File: src/rtl/ray_dir_stepper_if.sv
// Ray output stream from ray_dir_stepper to the tracer: one ray per valid/ready transfer.
interface ray_dir_stepper_if #(
    parameter int COL_W = 9
);
    // A ray transfers on a rising edge where o_valid && i_ready; while o_valid
    // is high and i_ready low, o_rayDirX/o_rayDirY/o_col are held stable.
    logic [23:0]      o_rayDirX;
    logic [23:0]      o_rayDirY;
    logic [COL_W-1:0] o_col;
    logic             o_valid;
    logic             i_ready;

    modport master (
        output o_rayDirX,
        output o_rayDirY,
        output o_col,
        output o_valid,
        input  i_ready
    );

    modport slave (
        input  o_rayDirX,
        input  o_rayDirY,
        input  o_col,
        input  o_valid,
        output i_ready
    );
endinterface

File: src/rtl/ray_dir_stepper.sv
// Per-column ray direction generator: latches facing/vplane at frame start, then adds a
// fixed step per accepted column. Optional macro RAYDIR_CENTER_EN offsets column 0 to pixel centre.
module ray_dir_stepper #(
    parameter int COLS_LOG2 = 9,
    parameter int COL_W     = COLS_LOG2
) (
    input  logic              clk,
    input  logic              reset,
    input  logic              i_frame_start,
    input  logic [23:0]       facingX,
    input  logic [23:0]       facingY,
    input  logic [23:0]       vplaneX,
    input  logic [23:0]       vplaneY,
    ray_dir_stepper_if.master ray,
    output logic              o_busy,
    output logic              o_frame_done,
    output logic              dbg_state
);
    localparam logic [COL_W-1:0] LAST_COL = COL_W'((1 << COLS_LOG2) - 1);

    typedef enum logic {
        IDLE = 1'b0,
        EMIT = 1'b1
    } state_t;

    state_t state_q;
    state_t state_d;

    logic [23:0] step_x;
    logic [23:0] step_y;
    logic [23:0] start_step_x;
    logic [23:0] start_step_y;
    logic [23:0] start_x;
    logic [23:0] start_y;
    logic        accept;
    logic        last_col;

    // 2*vplane / 2^COLS_LOG2, floor-rounded by the arithmetic shift.
    assign start_step_x = $signed(vplaneX) >>> (COLS_LOG2 - 1);
    assign start_step_y = $signed(vplaneY) >>> (COLS_LOG2 - 1);

`ifdef RAYDIR_CENTER_EN
    assign start_x = facingX - vplaneX + ($signed(start_step_x) >>> 1);
    assign start_y = facingY - vplaneY + ($signed(start_step_y) >>> 1);
`else
    assign start_x = facingX - vplaneX;
    assign start_y = facingY - vplaneY;
`endif

    assign accept   = (state_q == EMIT) && ray.i_ready;
    assign last_col = (ray.o_col == LAST_COL);

    always_ff @(posedge clk or posedge reset) begin
        if (reset) begin
            state_q <= IDLE;
        end else begin
            state_q <= state_d;
        end
    end

    // A frame start always wins over the final acceptance.
    always_comb begin
        state_d = state_q;
        if (i_frame_start) begin
            state_d = EMIT;
        end else if (accept && last_col) begin
            state_d = IDLE;
        end
    end

    always_comb begin
        ray.o_valid = (state_q == EMIT);
        o_busy      = (state_q == EMIT);
        dbg_state   = state_q;
    end

    always_ff @(posedge clk or posedge reset) begin
        if (reset) begin
            step_x        <= '0;
            step_y        <= '0;
            ray.o_rayDirX <= '0;
            ray.o_rayDirY <= '0;
            ray.o_col     <= '0;
            o_frame_done  <= 1'b0;
        end else begin
            o_frame_done <= 1'b0;
            if (i_frame_start) begin
                step_x        <= start_step_x;
                step_y        <= start_step_y;
                ray.o_rayDirX <= start_x;
                ray.o_rayDirY <= start_y;
                ray.o_col     <= '0;
            end else if (accept) begin
                if (last_col) begin
                    o_frame_done <= 1'b1;
                end else begin
                    ray.o_col     <= ray.o_col + 1'b1;
                    ray.o_rayDirX <= ray.o_rayDirX + step_x;
                    ray.o_rayDirY <= ray.o_rayDirY + step_y;
                end
            end
        end
    end
endmodule

File: src/flat_wrapper.sv
// flat-port wrapper written by rule: the top's interface ports become plain ports
module ray_dir_stepper_flat 
#(
    parameter int COLS_LOG2 = 9,
    parameter int COL_W     = COLS_LOG2
)
  (clk, reset, i_frame_start, facingX, facingY, vplaneX, vplaneY, o_busy, o_frame_done, dbg_state, ray_o_rayDirX, ray_o_rayDirY, ray_o_col, ray_o_valid, ray_i_ready);
  ray_dir_stepper_if #(.COL_W(COL_W)) ray_i ();
  input  logic clk;
  input  logic reset;
  input  logic i_frame_start;
  input  logic [23:0] facingX;
  input  logic [23:0] facingY;
  input  logic [23:0] vplaneX;
  input  logic [23:0] vplaneY;
  output logic o_busy;
  output logic o_frame_done;
  output logic dbg_state;
  output wire logic [$bits(ray_i.o_rayDirX)-1:0] ray_o_rayDirX;
  output wire logic [$bits(ray_i.o_rayDirY)-1:0] ray_o_rayDirY;
  output wire logic [$bits(ray_i.o_col)-1:0] ray_o_col;
  output wire logic [$bits(ray_i.o_valid)-1:0] ray_o_valid;
  input wire logic [$bits(ray_i.i_ready)-1:0] ray_i_ready;
  assign ray_o_rayDirX = ray_i.o_rayDirX;
  assign ray_o_rayDirY = ray_i.o_rayDirY;
  assign ray_o_col = ray_i.o_col;
  assign ray_o_valid = ray_i.o_valid;
  assign ray_i.i_ready = ray_i_ready;
  ray_dir_stepper #(.COLS_LOG2(COLS_LOG2), .COL_W(COL_W)) u_core (.clk(clk), .reset(reset), .i_frame_start(i_frame_start), .facingX(facingX), .facingY(facingY), .vplaneX(vplaneX), .vplaneY(vplaneY), .ray(ray_i), .o_busy(o_busy), .o_frame_done(o_frame_done), .dbg_state(dbg_state));
endmodule
File: config.mk
export PLATFORM = sky130hd
export DESIGN_NAME = ray_dir_stepper_flat
export DESIGN_NICKNAME = d
export VERILOG_FILES = /design/src/rtl/ray_dir_stepper_if.sv /design/src/rtl/ray_dir_stepper.sv /design/src/flat_wrapper.sv
export SDC_FILE = /design/constraint.sdc
export NUM_CORES = 1
export LEC_CHECK = 0
export CAP_MARGIN = 40
export CORE_MARGIN = 3
export CORE_UTILIZATION = 35
export CTS_CLUSTER_SIZE = 30
export DETAILED_ROUTE_END_ITERATION = 10
export GPL_TIMING_DRIVEN = 1
export PLACE_DENSITY_LB_ADDON = 0.05
export SYNTH_ARGS = -nofsm -noshare
export SYNTH_HDL_FRONTEND = slang
export SYNTH_SLANG_ARGS = --single-unit
File: constraint.sdc
create_clock -name clk -period 4.15 [get_ports clk]
set_input_delay 0.6225 -clock clk [delete_from_list [all_inputs] [get_ports clk]]
set_output_delay 0.6225 -clock clk [all_outputs]
set_load 0.01 [all_outputs]
# == Yosys cells after proc, flatten, opt, wreduce, memory -nomap -nowiden ==
# Cells that the tools add are included.
# word_totals
regBits,91
input_bits,100
out_inout_bits,61
elab_cells,33
# op_classes
n_addsub,5
n_eq_ne,2
n_mux,14
n_reduce_logical,5
# op_table
operator,n
2-to-1 mux 24 bit,6
adder 24 bit,2
subtractor 24 bit,2
2-to-1 mux 9 bit,3
adder 9 x 1 -> 9 bit (second input constant),1
equality test 9 bit (second input constant),1
2-to-1 mux 1 bit,5
nonzero test 2 bit,2
logical AND 1 bit,2
inequality test 2 bit (second input constant),1
AND reduction 2 bit,1

# == Longest topological paths before layout ==
# depth
depth_word,4
mapped_depth,13

# == Worst setup path before layout ==
# OpenSTA, ideal clock, no wires.
# synth_path
path_kind,input to register
startpoint,input port vplaneY[6]
endpoint,register u_core.ray.o_rayDirY[23]
setup_ns,0.080
t_arrival_ns,2.934
t_required_ns,4.070
path_slack_ns,1.136
cell_stages,10
path_cell_list,inv_1 -> ha_1 -> a2111oi_2 -> a21boi_2 -> o31ai_4 -> a211oi_2 -> a2111oi_2 -> o2bb2ai_1 -> mux2_4 -> nor3_2
# synth_between
elab_chain_cells,2
# synth_rtl
element,line_no,rtl
start: declaration,flat_wrapper.sv:15,input logic [23:0] vplaneY;
subtractor 24 bit,ray_dir_stepper.sv:47,assign start_y = facingY - vplaneY;
2-to-1 mux 24 bit,ray_dir_stepper.sv:87,if (i_frame_start) begin
end signal: assignment,ray_dir_stepper.sv:91,ray.o_rayDirY <= start_y;
end signal: assignment,ray_dir_stepper.sv:99,ray.o_rayDirY <= ray.o_rayDirY + step_y;
end: declaration,ray_dir_stepper_if.sv:15,"output o_rayDirY,"
# No other way between the ends.
# A chain may end at the register's enable or synchronous reset.

# == Final worst setup path ==
# layout_path
startpoint,input port vplaneX[0]
endpoint,register u_core.ray.o_rayDirX[20]
# layout_between
elab_chain_cells,2
# layout_rtl
element,line_no,rtl
start: declaration,flat_wrapper.sv:14,input logic [23:0] vplaneX;
subtractor 24 bit,ray_dir_stepper.sv:46,assign start_x = facingX - vplaneX;
2-to-1 mux 24 bit,ray_dir_stepper.sv:87,
end signal: assignment,ray_dir_stepper.sv:90,ray.o_rayDirX <= start_x;
end signal: assignment,ray_dir_stepper.sv:98,ray.o_rayDirX <= ray.o_rayDirX + step_x;
end: declaration,ray_dir_stepper_if.sv:14,"output o_rayDirX,"
# No other way between the ends.

==> run metrics <==
Congestion Overflow GR=0; Yosys cell types=between 60 and 70; Combinational Power Share=52.3%; starting density of the core=between 30 and 40%; synthesized flop and latch total=91; sequential element share of the synthesized area=a little over a quarter; Hold Crit Class=flop to flop; Worst Path Max Fanout=4; initial antenna violation count=0; Slew headroom=46.87%; Crit. End Element=flop; warnings from Yosys=0; clock buffer count from CTS=9; Clock Tree Root=clkbuf_16; synthesized cell area=roughly 8400 um2; Critical path origin=vplaneX[0]; uppermost layer routed=met4; die width=160.5 um; pwr/cell area=approximately 420 nW/um2; Slew @ Worst Pin=about 0.80 ns; Net Sw Power=approximately 0.0017 W; outcome=finished clean; vias in the first global route=7411; gate count after technology mapping=986; DRT antenna net count=0; CP max-delay cell=clkdlybuf4s50_1; largest net degree at the start of global routing=slightly below 80; ant diodes=0; most used cell, CP=a21oi_1; fill cell count=2322; commonest cells after routing, fill and taps aside=159 x clkdlybuf4s50_1, 103 x a21oi_1, 94 x ha_1, 91 x dfrtp_1, 86 x nand2_1; CP Cell Sequence=clkdlybuf4s50_1 > ha_1 > inv_1 > fa_1 > a211o_1 > o211ai_1 > a221o_1 > a21oi_1 > o31ai_1 > o21ai_0 > a21oi_1 > xor2_1 > a22oi_1; H-tree levels=3; Primary FF master, synth=dfrtp_1; FMAX=0.2944 GHz; CTS clk-pin slew, worst paths=0.07 ns; Post-DP HPWL=~18000 um; Max Cap Viol=0; DR pass1 iterations=4; final worst slack=0.7530 ns; max incr delay on CP=0.46 ns; Multi-input gate area=5675 um2; count of final hold-check violations=0; WL met2=10690 um; Die ar.=~26000 um2; min Tclk post-route=3.397 ns; drt via density=between 5 and 6; Clock Skews=0.008178 ns; VDD IR max=213.2 uV; sw frac=38.96%; DR iter-0 viols=354; die height=160.5 um; leakage=roughly 4.6 nW; P&R area growth vs syn=27.33%; Clock Sinks=91; Worst Path Required=4.35 ns; final core utilization=between 40% and 50%; Port Buffer Count=160; cell internal pwr=0.002727 W; Clock Power Share=between 20% and 30%; Post-synth EDFFs=0; Tcrit/Tclk final=81.85%; Synth async-reset ratio=100.0%; # setup viols final=0; reg2reg start=u_core.ray.o_rayDirX[0]; final net count=1331; Avg Inst Size Synth=8.474 um2; core area=between 20000 and 25000 um2; Final Max Slew Viols=0; setup_tns=0 ns; Startpoint Class=input port; HP Start=u_core.step_x[6]; cts repair resizes=0; Top Ports=about 160; CP arrival=3.60 ns; DR WL/cell=15.99 um; gpl congestion=around 0.80; DRC violations left=0; flip-flop and latch area=2277 um2; RSZ-0062 raised after global routing=no; DRT Wirelength=23210 um; first-pass GRT wire length=approximately 38000 um; row count=55; GRT Overall Usage=17.93%; Max Buffers Root-to-Sink=2; Place WS=roughly 0.4 ns; Syn Nets=1184; sequential cell fraction of total power=27.4%; layout cells sized above 1=6.766%; Crit Path Class=input port to flop; worst-skew pair later-pin latency=0.35 ns; Via Count=7572; most common cell after layout, fill and taps aside=clkdlybuf4s50_1; Hold Buf Count CTS=0; setup bufs post-CTS=0; CTS tree=yes; met1 WL=roughly 12000 um; WL met3=814 um
## layer usage
metal	up-vias	GRT usage [%]
li1	3895	-
met2	125	29.67
met3	13	3.044
met4	0	2.998
met1	3539	24.94
met5	-	0
## cells by family after synthesis
| kind of cell | Yosys count | share of synthesized area, % |
|---|---|---|
| XOR/XNOR | 72 | 7.547 |
| AND/OR/NAND/NOR | 258 | 14.85 |
| AO/OA/AOI/OAI | 327 | 25.86 |
| multiplexers | 34 | 4.597 |
| adder cells (fa/ha/maj) | 98 | 15.03 |
| buffers and inverters | 106 | 4.852 |
| flip-flops | 91 | 27.25 |
## sequential cells by signal (all words and copies together) (netlist names)
register              flops
u_core.o_frame_done       1
u_core.ray.o_rayDirX     24
u_core.step_y            16
u_core.ray.o_rayDirY     24
u_core.dbg_state          1
u_core.ray.o_col          9
u_core.step_x            16
## worst max-delay path: cells and delay by family
family / cells / cell delay, ns
adder cells (fa/ha/maj): 2 / 0.57
AO/OA/AOI/OAI: 8 / 1.74
buffers and inverters: 2 / 0.51
XOR/XNOR: 1 / 0.16
## synthesized netlist by cell type, types with 13 or more instances
library cell	n	share of area [%]
a211oi_1	27	2.4
a21o_1	26	2.3
a21oi_1	103	6.2
clkbuf_1	24	1.1
dfrtp_1	91	27
ha_1	94	14
inv_1	76	3.4
mux2_2	31	4.2
nand2_1	86	3.9
nand2b_1	14	1.0
nand3_1	13	0.78
nor2_1	60	2.7
nor3_1	19	1.1
o21a_1	18	1.6
o21ai_0	55	3.3
xnor2_1	41	4.3
xor2_1	31	3.2
## through the flow
stage	hold slack (ns)	std cells	cell area, um2	total power, W
2_1_floorplan	0.4849	986	8356	0.002807
3_3_place_gp	0.5095	1434	10290	0.003584
3_5_place_dp	0.5134	1435	10320	0.003584
4_1_cts	0.5321	1451	10640	0.004530
5_1_grt	0.5468	1451	10640	0.004862
6_report	0.5269	1451	10640	0.004468
## power by group through the flow
stage          Combinational [W]  Sequential, W  Clock, W
2_1_floorplan            0.00156        0.00124         0
3_3_place_gp             0.00233        0.00125         0
3_5_place_dp             0.00233        0.00125         0
4_1_cts                  0.00235        0.00123  0.000943
5_1_grt                  0.00263        0.00125  0.000974
6_report                 0.00234        0.00123  0.000907
## worst paths after layout
kind                                             to  cells past startpoint  slack [ns]
setup / recovery           u_core.ray.o_rayDirX[20]                     13        0.75
hold / removal                     u_core.step_x[6]                      1        0.53
setup reg to reg           u_core.ray.o_rayDirX[22]                     12        1.09
hold reg to reg                    u_core.step_x[6]                      1        0.53
max in group asynchronous  u_core.ray.o_rayDirX[13]                      3        2.62
min in group asynchronous   u_core.ray.o_rayDirY[0]                      2        0.78
## layout make-up
class	instances	share of cell area (%)
Timing Repair Buffer	166	15.88
Tap cell	313	3.681
Clock buffer	10	2.152
Clock inverter	6	0.8350
Multi-Input combinational cell	789	53.35
Inverter	76	2.705
Sequential cell	91	21.40
Power figures use the tool's default switching activity.
